## src/rtl/servcle_pkg.sv

```systemverilog
// Shared servcle ring definitions: station state encoding and the round-robin search.
package servcle_pkg;

    typedef enum logic {
        IDLE = 1'b0,
        HOLD = 1'b1
    } state_e;

    localparam int RR_MAX = 64;
    localparam int RR_IW  = 6;

    // First set bit of req[nch-1:0] found by scanning upward from base with wrap; 0 if none.
    function automatic int rr_pick(input logic [RR_MAX-1:0] req, input int base, input int nch);
        int   idx;
        logic found;
        rr_pick = 0;
        found   = 1'b0;
        for (int i = 0; i < RR_MAX; i++) begin
            idx = (base + i) % nch;
            if (!found && (i < nch) && req[idx[RR_IW-1:0]]) begin
                rr_pick = idx;
                found   = 1'b1;
            end
        end
    endfunction

endpackage

```

## src/rtl/servcle_rr_arb.sv

```systemverilog
// Combinational round-robin picker: masked request vector, search base, chosen index and any flag.
module servcle_rr_arb #(
    parameter int NCH = 4,
    parameter int IW  = (NCH > 1) ? $clog2(NCH) : 1
) (
    input  logic [NCH-1:0] req_i,
    input  logic [IW-1:0]  base_i,
    input  logic [NCH-1:0] excl_i,
    output logic [IW-1:0]  idx_o,
    output logic           any_o
);
    import servcle_pkg::*;

    logic [RR_MAX-1:0] req_ext;

    always_comb begin
        req_ext            = '0;
        req_ext[NCH-1:0]   = req_i & ~excl_i;
        any_o              = |req_ext;
        idx_o              = IW'(rr_pick(req_ext, int'(base_i), NCH));
    end

endmodule

```

## src/rtl/servcle_mentry.sv

```systemverilog
// Multi-channel token-ring entry station: forwards ring traffic while idle and, while holding
// the token, sends whole frames from its local channels in round-robin order.
module servcle_mentry #(
    parameter int   DW         = 8,
    parameter int   NCH        = 4,
    parameter int   MAX_FRAMES = 1,
    parameter logic TOKEN_INIT = 1'b0
) (
    input  logic              i_clk,
    input  logic              i_rst,
    input  logic [NCH*DW-1:0] i_reg_data,
    input  logic [NCH-1:0]    i_reg_last,
    input  logic [NCH-1:0]    i_reg_valid,
    output logic [NCH-1:0]    o_reg_ready,
    input  logic [DW-1:0]     i_data,
    input  logic              i_valid,
    input  logic              i_token,
    output logic [DW-1:0]     o_data,
    output logic              o_valid,
    output logic              o_token
);
    import servcle_pkg::*;

    localparam int IW = (NCH > 1) ? $clog2(NCH) : 1;
    localparam int FW = $clog2(MAX_FRAMES + 1);

    state_e          state_q, state_d;
    logic [IW-1:0]   gnt_q, gnt_d;
    logic [IW-1:0]   rr_q, rr_d;
    logic [FW-1:0]   fcnt_q, fcnt_d;
    logic            valid_q, valid_d;
    logic            token_q, token_d;
    logic [DW-1:0]   data_q, data_d;

    logic [DW-1:0]   ch_data [NCH];
    logic [IW-1:0]   gnt_nxt;
    logic [NCH-1:0]  gnt_oh;
    logic [IW-1:0]   arb_base;
    logic [NCH-1:0]  arb_excl;
    logic [IW-1:0]   arb_idx;
    logic            arb_any;
    logic            gnt_vld;
    logic            take_last;

    for (genvar k = 0; k < NCH; k++) begin : g_unpack
        assign ch_data[k] = i_reg_data[k*DW +: DW];
    end

    assign gnt_oh  = NCH'(1) << gnt_q;
    assign gnt_nxt = (gnt_q == IW'(NCH - 1)) ? '0 : gnt_q + 1'b1;

    // Idle: grant search starts at rr. Holding: successor search starts after gnt and skips it,
    // so a clear any flag also means nobody else is waiting.
    assign arb_base = (state_q == HOLD) ? gnt_nxt : rr_q;
    assign arb_excl = (state_q == HOLD) ? gnt_oh : '0;

    servcle_rr_arb #(
        .NCH (NCH),
        .IW  (IW)
    ) u_arb (
        .req_i  (i_reg_valid),
        .base_i (arb_base),
        .excl_i (arb_excl),
        .idx_o  (arb_idx),
        .any_o  (arb_any)
    );

    assign o_reg_ready = (state_q == HOLD) ? gnt_oh : '0;
    assign gnt_vld     = i_reg_valid[gnt_q];
    assign take_last   = (state_q == HOLD) && gnt_vld && i_reg_last[gnt_q];

    always_comb begin
        state_d = state_q;
        gnt_d   = gnt_q;
        rr_d    = rr_q;
        fcnt_d  = fcnt_q;
        valid_d = 1'b0;
        data_d  = data_q;
        token_d = 1'b0;
        case (state_q)
            IDLE: begin
                valid_d = i_valid;
                data_d  = i_data;
                if (i_token) begin
                    if (arb_any) begin
                        gnt_d   = arb_idx;
                        fcnt_d  = '0;
                        state_d = HOLD;
                    end else begin
                        token_d = 1'b1;
                    end
                end
            end
            HOLD: begin
                valid_d = gnt_vld;
                if (gnt_vld) begin
                    data_d = ch_data[gnt_q];
                end
                if (take_last) begin
                    rr_d   = gnt_nxt;
                    fcnt_d = fcnt_q + 1'b1;
                    if ((fcnt_q + 1'b1 == FW'(MAX_FRAMES)) || !arb_any) begin
                        token_d = 1'b1;
                        state_d = IDLE;
                    end else begin
                        gnt_d = arb_idx;
                    end
                end
            end
            default: state_d = IDLE;
        endcase
    end

    always_ff @(posedge i_clk) begin
        if (i_rst) begin
            state_q <= IDLE;
            gnt_q   <= '0;
            rr_q    <= '0;
            fcnt_q  <= '0;
            valid_q <= 1'b0;
            token_q <= TOKEN_INIT;
        end else begin
            state_q <= state_d;
            gnt_q   <= gnt_d;
            rr_q    <= rr_d;
            fcnt_q  <= fcnt_d;
            valid_q <= valid_d;
            token_q <= token_d;
        end
    end

    // Ring data is qualified by o_valid, so it carries no reset.
    always_ff @(posedge i_clk) begin
        data_q <= data_d;
    end

    assign o_data  = data_q;
    assign o_valid = valid_q;
    assign o_token = token_q;

    a_no_token_in_hold: assert property (@(posedge i_clk) disable iff (i_rst)
        !((state_q == HOLD) && i_token));

endmodule

```

## config.mk

```make
export PLATFORM = sky130hd
export DESIGN_NAME = servcle_mentry
export DESIGN_NICKNAME = d
export VERILOG_FILES = /design/src/rtl/servcle_pkg.sv /design/src/rtl/servcle_rr_arb.sv /design/src/rtl/servcle_mentry.sv
export SDC_FILE = /design/constraint.sdc
export NUM_CORES = 1
export LEC_CHECK = 0
export ABC_AREA = 1
export BUFFER_PORTS_ARGS = -buffer_cell sky130_fd_sc_hd__buf_4
export CORE_MARGIN = 4
export CORE_UTILIZATION = 40
export CTS_CLUSTER_DIAMETER = 150
export DETAILED_ROUTE_END_ITERATION = 6
export GPL_ROUTABILITY_DRIVEN = 0
export PLACE_DENSITY = 0.7
export REMOVE_ABC_BUFFERS = 1
export SYNTH_ARGS = -nofsm -noshare
export SYNTH_HDL_FRONTEND = slang
export SYNTH_SLANG_ARGS = --single-unit
```

## constraint.sdc

```tcl
create_clock -name i_clk -period 3.1 [get_ports i_clk]
set_clock_uncertainty 0.1 [all_clocks]
set_input_delay 0.155 -clock i_clk [delete_from_list [all_inputs] [get_ports i_clk]]
set_output_delay 0.155 -clock i_clk [all_outputs]
set_load 0.03 [all_outputs]
```

==> results.sh, run 1 <==
export IMPL_placed_cells_incl_taps=338
export IMPL_floorplan_rows=21
export IMPL_final_setup_tns_ns=0
export IMPL_max_slew_worst_pin_slew_ns=0.730
export IMPL_clk_root_buffer_cell="clkbuf_4"
export IMPL_reg2regPathDepth=14
export IMPL_drt_initial_drc_count=116
export IMPL_groute_usage_overall_pct=21.4
export IMPL_run_status="finished clean"
export IMPL_crit_fanout=10
export IMPL_hpwl_um=3460
export IMPL_layout_cells_most_common_list="70 x buf_4, 56 x nand2_1, 50 x nor2_1"
export IMPL_grt_start_max_net_pins=20
export IMPL_initial_core_utilization_pct=41.8
export IMPL_ctsHtreeMaxLevel=1
export IMPL_die_h_um=67.3
export IMPL_ys_async_rst_share_pct=0
export IMPL_crit_required_ns=3.23
export IMPL_power_per_cell_area_nw_per_um2=452
export IMPL_clkSinkCount=16
export IMPL_synthSimpleGateAreaFrac_pct=40.2
export IMPL_synth_yosys_warnings=0
export IMPL_setup_worst_path_class="reg2reg"
export IMPL_postSynthCellCount=231
export IMPL_number_of_max_capacitance_violations_reported=0
export IMPL_clkSlewWorstSetupHoldPaths_ns=0.10
export IMPL_synth_top_family_by_area="simple AND/OR/NAND/NOR gates"
export IMPL_drc=0
export IMPL_layout_drive_gt1_share_pct=31.0
export IMPL_pre_cts_ws_ns=0.810
export IMPL_cts_resized=0
export IMPL_min_path_type="in2reg"
export IMPL_regToRegSetupSlack_ns=0.76
export IMPL_post_synth_mux_area_share_pct=0
export IMPL_wl_um=4370
export IMPL_critical_path_launch_point_type="flop"
export IMPL_max_clock_freq_mhz=428
export IMPL_synth_enable_flop_cells=8
export IMPL_synthAdderAreaFrac_pct=3.56
export IMPL_setup_violations_final=0
export IMPL_mostFrequentLayoutCell="buf_4"
export IMPL_finalPower_mw=0.896
export IMPL_floorplan_die_area_um2=4530
export IMPL_synth_ff_latch_count=16
export IMPL_cts_path_max_buffers=2
export IMPL_vias=1656
export IMPL_final_max_slew_violation_count=0
export IMPL_antennaDiodeCount=0
export IMPL_route_antenna_remaining_nets=0
export IMPL_die_width_um=67.3
export IMPL_synth_xor_area_share_pct=0
export IMPL_final_hold_violation_count=0
export IMPL_numCtsBuffers=3
export IMPL_post_synthesis_area_per_instance_um2=6.09
export IMPL_r2r_start="gnt_q[0]"
export IMPL_cell_depth_of_the_worst_min_delay_path=3
export IMPL_cts_tree="built"
export IMPL_postLayoutCellArea_um2=1980
export IMPL_number_of_buffers_inserted_by_port_buffering=65
export IMPL_routed_via_density=4.83
export IMPL_via_count_of_the_first_global_routing_pass=1630
export IMPL_hold_path_end="o_valid"
export IMPL_setup_worst_path_end_class="flop"
export IMPL_finalWorstPathRequiredPeriod_ns=2.34
export IMPL_slew_headroom_pct=51.3
export IMPL_synth_cell_area_um2=1410
export IMPL_synth_compound_area_share_pct=17.9
export IMPL_area_growth_synth_to_final_pct=41.0
export IMPL_dpl_cell_area_um2=1940
export IMPL_core_area_um2=3360
export IMPL_final_period_utilization_pct=75.4
export IMPL_design_final_nets=354
export IMPL_worst_skew_late_latency_ns=0.28
export IMPL_register_area_share_after_synthesis_pct=28.5
export IMPL_max_rail_drop_vdd_mv=0.181
export IMPL_synth_cell_types=23
export IMPL_detail_route_wl_per_cell_um=12.7
export IMPL_drt_pre_antenna_iters=4
export IMPL_timing_critical_path_arrival_ns=2.46
export IMPL_timing_final_ws_setup_ns=0.763
export IMPL_power_static_leakage_nw=1.04
export IMPL_gr_total_overflow=0
export IMPL_antenna_found_initial=0
export IMPL_unrepaired_setup_endpoints_after_global_routing="false"
export IMPL_grt_pass1_wl_um=7450
export IMPL_synth_main_ff_cell="edfxtp_1"
export IMPL_critical_path_reg2reg_endpoint="gnt_q[1]"
export IMPL_origin_of_the_worst_min_delay_path="i_valid"
export IMPL_io_pins=66
export IMPL_final_cell_count_no_fill=343
[worst max-delay path, cell delays in order, from the launching register on]
cell     delay (ns)
dfxtp_1        0.56
inv_1          0.26
ha_1           0.38
inv_1          0.05
nand2_1        0.06
nand2_2        0.11
nand2_1        0.07
nand2_1        0.10
nand2_1        0.08
nand2_1        0.06
nor2_1         0.13
nand3_1        0.09
nand2_1        0.07
nand2_1        0.06
a21oi_2        0.11
[worst max path at each step]
stage	start	slack, ns	to
after floorplan	gnt_q[0]	0.64	gnt_q[1]
after global placement	gnt_q[0]	0.85	gnt_q[1]
after detailed placement	gnt_q[0]	0.81	gnt_q[0]
after CTS	gnt_q[0]	0.78	gnt_q[1]
after global routing	gnt_q[0]	0.47	gnt_q[0]
final	gnt_q[0]	0.76	gnt_q[1]
[sequential cells by signal, indices dropped and copies added, names as in the netlist]
signal   flops
o_token      1
rr_q         2
o_data       8
fcnt_q       1
o_valid      1
state_q      1
gnt_q        2
[cells in the mapped netlist, types with 2 or more instances]
master | number | area, um^2
nand2_1 | 56 | 210
nor2_1 | 50 | 188
o21ai_0 | 24 | 120
inv_1 | 21 | 78.8
nand3_1 | 14 | 70.1
nand2_2 | 10 | 62.6
a31oi_1 | 8 | 50.1
dfxtp_1 | 8 | 160
edfxtp_1 | 8 | 240
a21oi_1 | 5 | 25.0
clkbuf_1 | 4 | 15.0
ha_1 | 4 | 50.1
buf_2 | 3 | 15.0
o21ai_1 | 3 | 15.0
a21oi_2 | 2 | 17.5
buf_6 | 2 | 22.5
inv_2 | 2 | 7.51
nand2_4 | 2 | 22.5
[metal layers]
layer,global-route usage (%),share of wire (%),up-vias
met5,0,0,-
met4,6.84,2.1,0
met3,1.83,5.4,8
met2,39.0,50,53
met1,26.4,43,721
li1,-,-,874
[per-stage QoR]
step           hold WS, ns  util, %
2_1_floorplan        0.117        -
3_5_place_dp         0.254     57.6
5_1_grt             0.0805     59.0
3_3_place_gp         0.244     57.6
6_report            0.0496     59.0
4_1_cts             0.0364     59.0
[timing repair]
action                    CTS  global route
setup buffers               0             0
hold buffers                1             0
hold endpoints to repair    3             0
[cell families (layout without fill, tap and decap cells)]
logic type	count (synthesis)	count (layout)
DFF	16	16
AOI/OAI and AO/OA	45	45
and+or+nand+nor	134	134
buffers and inverters	32	98
adders and majority gates	4	4
[power breakdown]
| group | internal (mW) | switching (mW) |
|---|---|---|
| Clock | 0.0714 | 0.0728 |
| Sequential | 0.258 | 0.0246 |
| Combinational | 0.181 | 0.287 |
| Total | 0.511 | 0.385 |
[final cells by class]
type                            count  area, um^2
Fill cell                         337        1380
Multi-Input combinational cell    183         867
Timing Repair Buffer               71         536
Sequential cell                    16         400
Inverter                           23        86.3
Tap cell                           46        57.6
Clock buffer                        4        36.3
Note: power is estimated with default switching activity, not from simulation.
==> run 2, diff against run 1 <==
- clock period: 3.1 -> 2.4 ns (I/O delays scaled with it)
==> results.sh, run 2 (synthesis gave the netlist of run 1 again) <==
export IMPL_reg2regPathDepth=14
export IMPL_route_antenna_remaining_nets=0
export IMPL_origin_of_the_worst_min_delay_path="i_token"
export IMPL_slew_headroom_pct=75.4
export IMPL_timing_critical_path_arrival_ns=2.16
export IMPL_worst_skew_late_latency_ns=0.29
export IMPL_setup_worst_path_end_class="flop"
export IMPL_max_clock_freq_mhz=494
export IMPL_antenna_found_initial=0
export IMPL_max_rail_drop_vdd_mv=0.216
export IMPL_number_of_buffers_inserted_by_port_buffering=65
export IMPL_run_status="finished clean"
export IMPL_drt_initial_drc_count=97
export IMPL_setup_worst_path_class="reg2reg"
export IMPL_number_of_max_capacitance_violations_reported=0
export IMPL_final_max_slew_violation_count=0
export IMPL_drt_pre_antenna_iters=4
export IMPL_layout_drive_gt1_share_pct=31.4
export IMPL_number_of_flip_flops_in_the_largest_register=8
export IMPL_cts_path_max_buffers=2
export IMPL_setup_violations_final=0
export IMPL_multi_input_area_um2=867
export IMPL_crit_required_ns=2.54
export IMPL_layout_cells_most_common_list="72 x buf_4, 56 x nand2_1, 50 x nor2_1"
export IMPL_area_sequential_um2=400
export IMPL_io_pins=66
export IMPL_die_h_um=67.3
export IMPL_hpwl_um=3270
export IMPL_r2r_start="gnt_q[0]"
export IMPL_clk_root_buffer_cell="clkbuf_4"
export IMPL_critical_path_reg2reg_endpoint="gnt_q[1]"
export IMPL_vias=1657
export IMPL_num_fill_cells=358
export IMPL_regToRegSetupSlack_ns=0.37
export IMPL_final_hold_violation_count=0
export IMPL_crit_fanout=24
export IMPL_hold_path_end="o_token"
export IMPL_die_width_um=67.3
export IMPL_layout_core_utilization_pct=59.4
export IMPL_floorplan_rows=21
export IMPL_critical_path_launch_point_type="flop"
export IMPL_design_final_nets=356
export IMPL_unrepaired_setup_endpoints_after_global_routing="false"
export IMPL_clkSinkCount=16
export IMPL_detail_route_wl_per_cell_um=11.9
export IMPL_placed_cells_incl_taps=340
export IMPL_groute_usage_overall_pct=19.2
export IMPL_routed_via_density=4.80
export IMPL_initial_core_utilization_pct=41.8
export IMPL_postLayoutCellArea_um2=2000
export IMPL_gr_total_overflow=0
export IMPL_min_path_type="in2reg"
export IMPL_dpl_cell_area_um2=1950
export IMPL_grt_pass1_wl_um=6720
export IMPL_ctsHtreeMaxLevel=1
export IMPL_grt_start_max_net_pins=25
export IMPL_floorplan_die_area_um2=4530
export IMPL_finalPower_mw=1.15
export IMPL_timing_hold_ws_ns=0.0126
export IMPL_final_cell_count_no_fill=345
export IMPL_drc=0
export IMPL_numCtsBuffers=3
export IMPL_core_area_um2=3360
export IMPL_clkSlewWorstSetupHoldPaths_ns=0.10
export IMPL_power_static_leakage_nw=1.05
export IMPL_antennaDiodeCount=0
export IMPL_max_slew_worst_pin_slew_ns=0.368
export IMPL_area_growth_synth_to_final_pct=42.1
export IMPL_wl_um=4110
export IMPL_finalWorstPathRequiredPeriod_ns=2.03
export IMPL_cts_tree="built"
export IMPL_cell_depth_of_the_worst_min_delay_path=3
export IMPL_post_cts_buffers=0
export IMPL_power_per_cell_area_nw_per_um2=578
export IMPL_mostFrequentLayoutCell="buf_4"
export IMPL_via_count_of_the_first_global_routing_pass=1521
export IMPL_final_period_utilization_pct=84.4
==> run 2: cell count changes in the layout (fill, tap and decap cells not counted), sizes merged <==
cell / change
buf: +2
==> run 2: worst max path at each step <==
stage / start / end
floorplan: gnt_q[0] / gnt_q[1]
global placement: gnt_q[0] / gnt_q[1]
detailed placement: gnt_q[0] / gnt_q[1]
CTS: gnt_q[0] / gnt_q[1]
global route: gnt_q[0] / gnt_q[1]
finish: gnt_q[0] / gnt_q[1]
==> run 2: report_power, final <==
part	switching [mW]	internal, mW
clock	0.0922	0.0924
sequential	0.0172	0.334
combinational	0.378	0.240
total	0.488	0.666
==> run 2: area by class of cell <==
cell class / instances / area share [%]
clock buffer: 4 / 1.82
inverter: 23 / 4.32
tap: 46 / 2.88
timing repair buffer: 73 / 27.6
sequential: 16 / 20.0
multi-input combinational: 183 / 43.4
==> run 2: repair_timing <==
item,CTS,global route
endpoints found under the hold margin,3,0
hold buffers,1,0
gates resized for setup,0,0
==> run 2: per-stage QoR <==
step	TNS (ns)	setup WS [ns]
2_1_floorplan	-0.0935	-0.0564
3_3_place_gp	0	0.396
3_5_place_dp	0	0.411
4_1_cts	0	0.384
5_1_grt	0	0.117
6_report	0	0.374
==> run 2: layer usage <==
metal,part of all wire [%],GRT usage [%],vias to the layer above
met3,6.1,2.00,10
met2,48,34.1,54
met1,44,23.4,715
li1,-,-,878
met5,0,0,-
met4,2.6,8.10,0
==> run 2: worst max-delay path, cell delays in order (launching register included) <==
cell and delay, ns:
dfxtp_1 0.34, buf_4 0.27, ha_1 0.23, nor2_1 0.06, nand2_1 0.12, nand2_1 0.12
nand2_1 0.10, nand2_1 0.07, nand2_1 0.06, nand2_1 0.06, nor2_1 0.12, nand3_1 0.09
nand2_1 0.07, nand2_1 0.06, a21oi_2 0.10
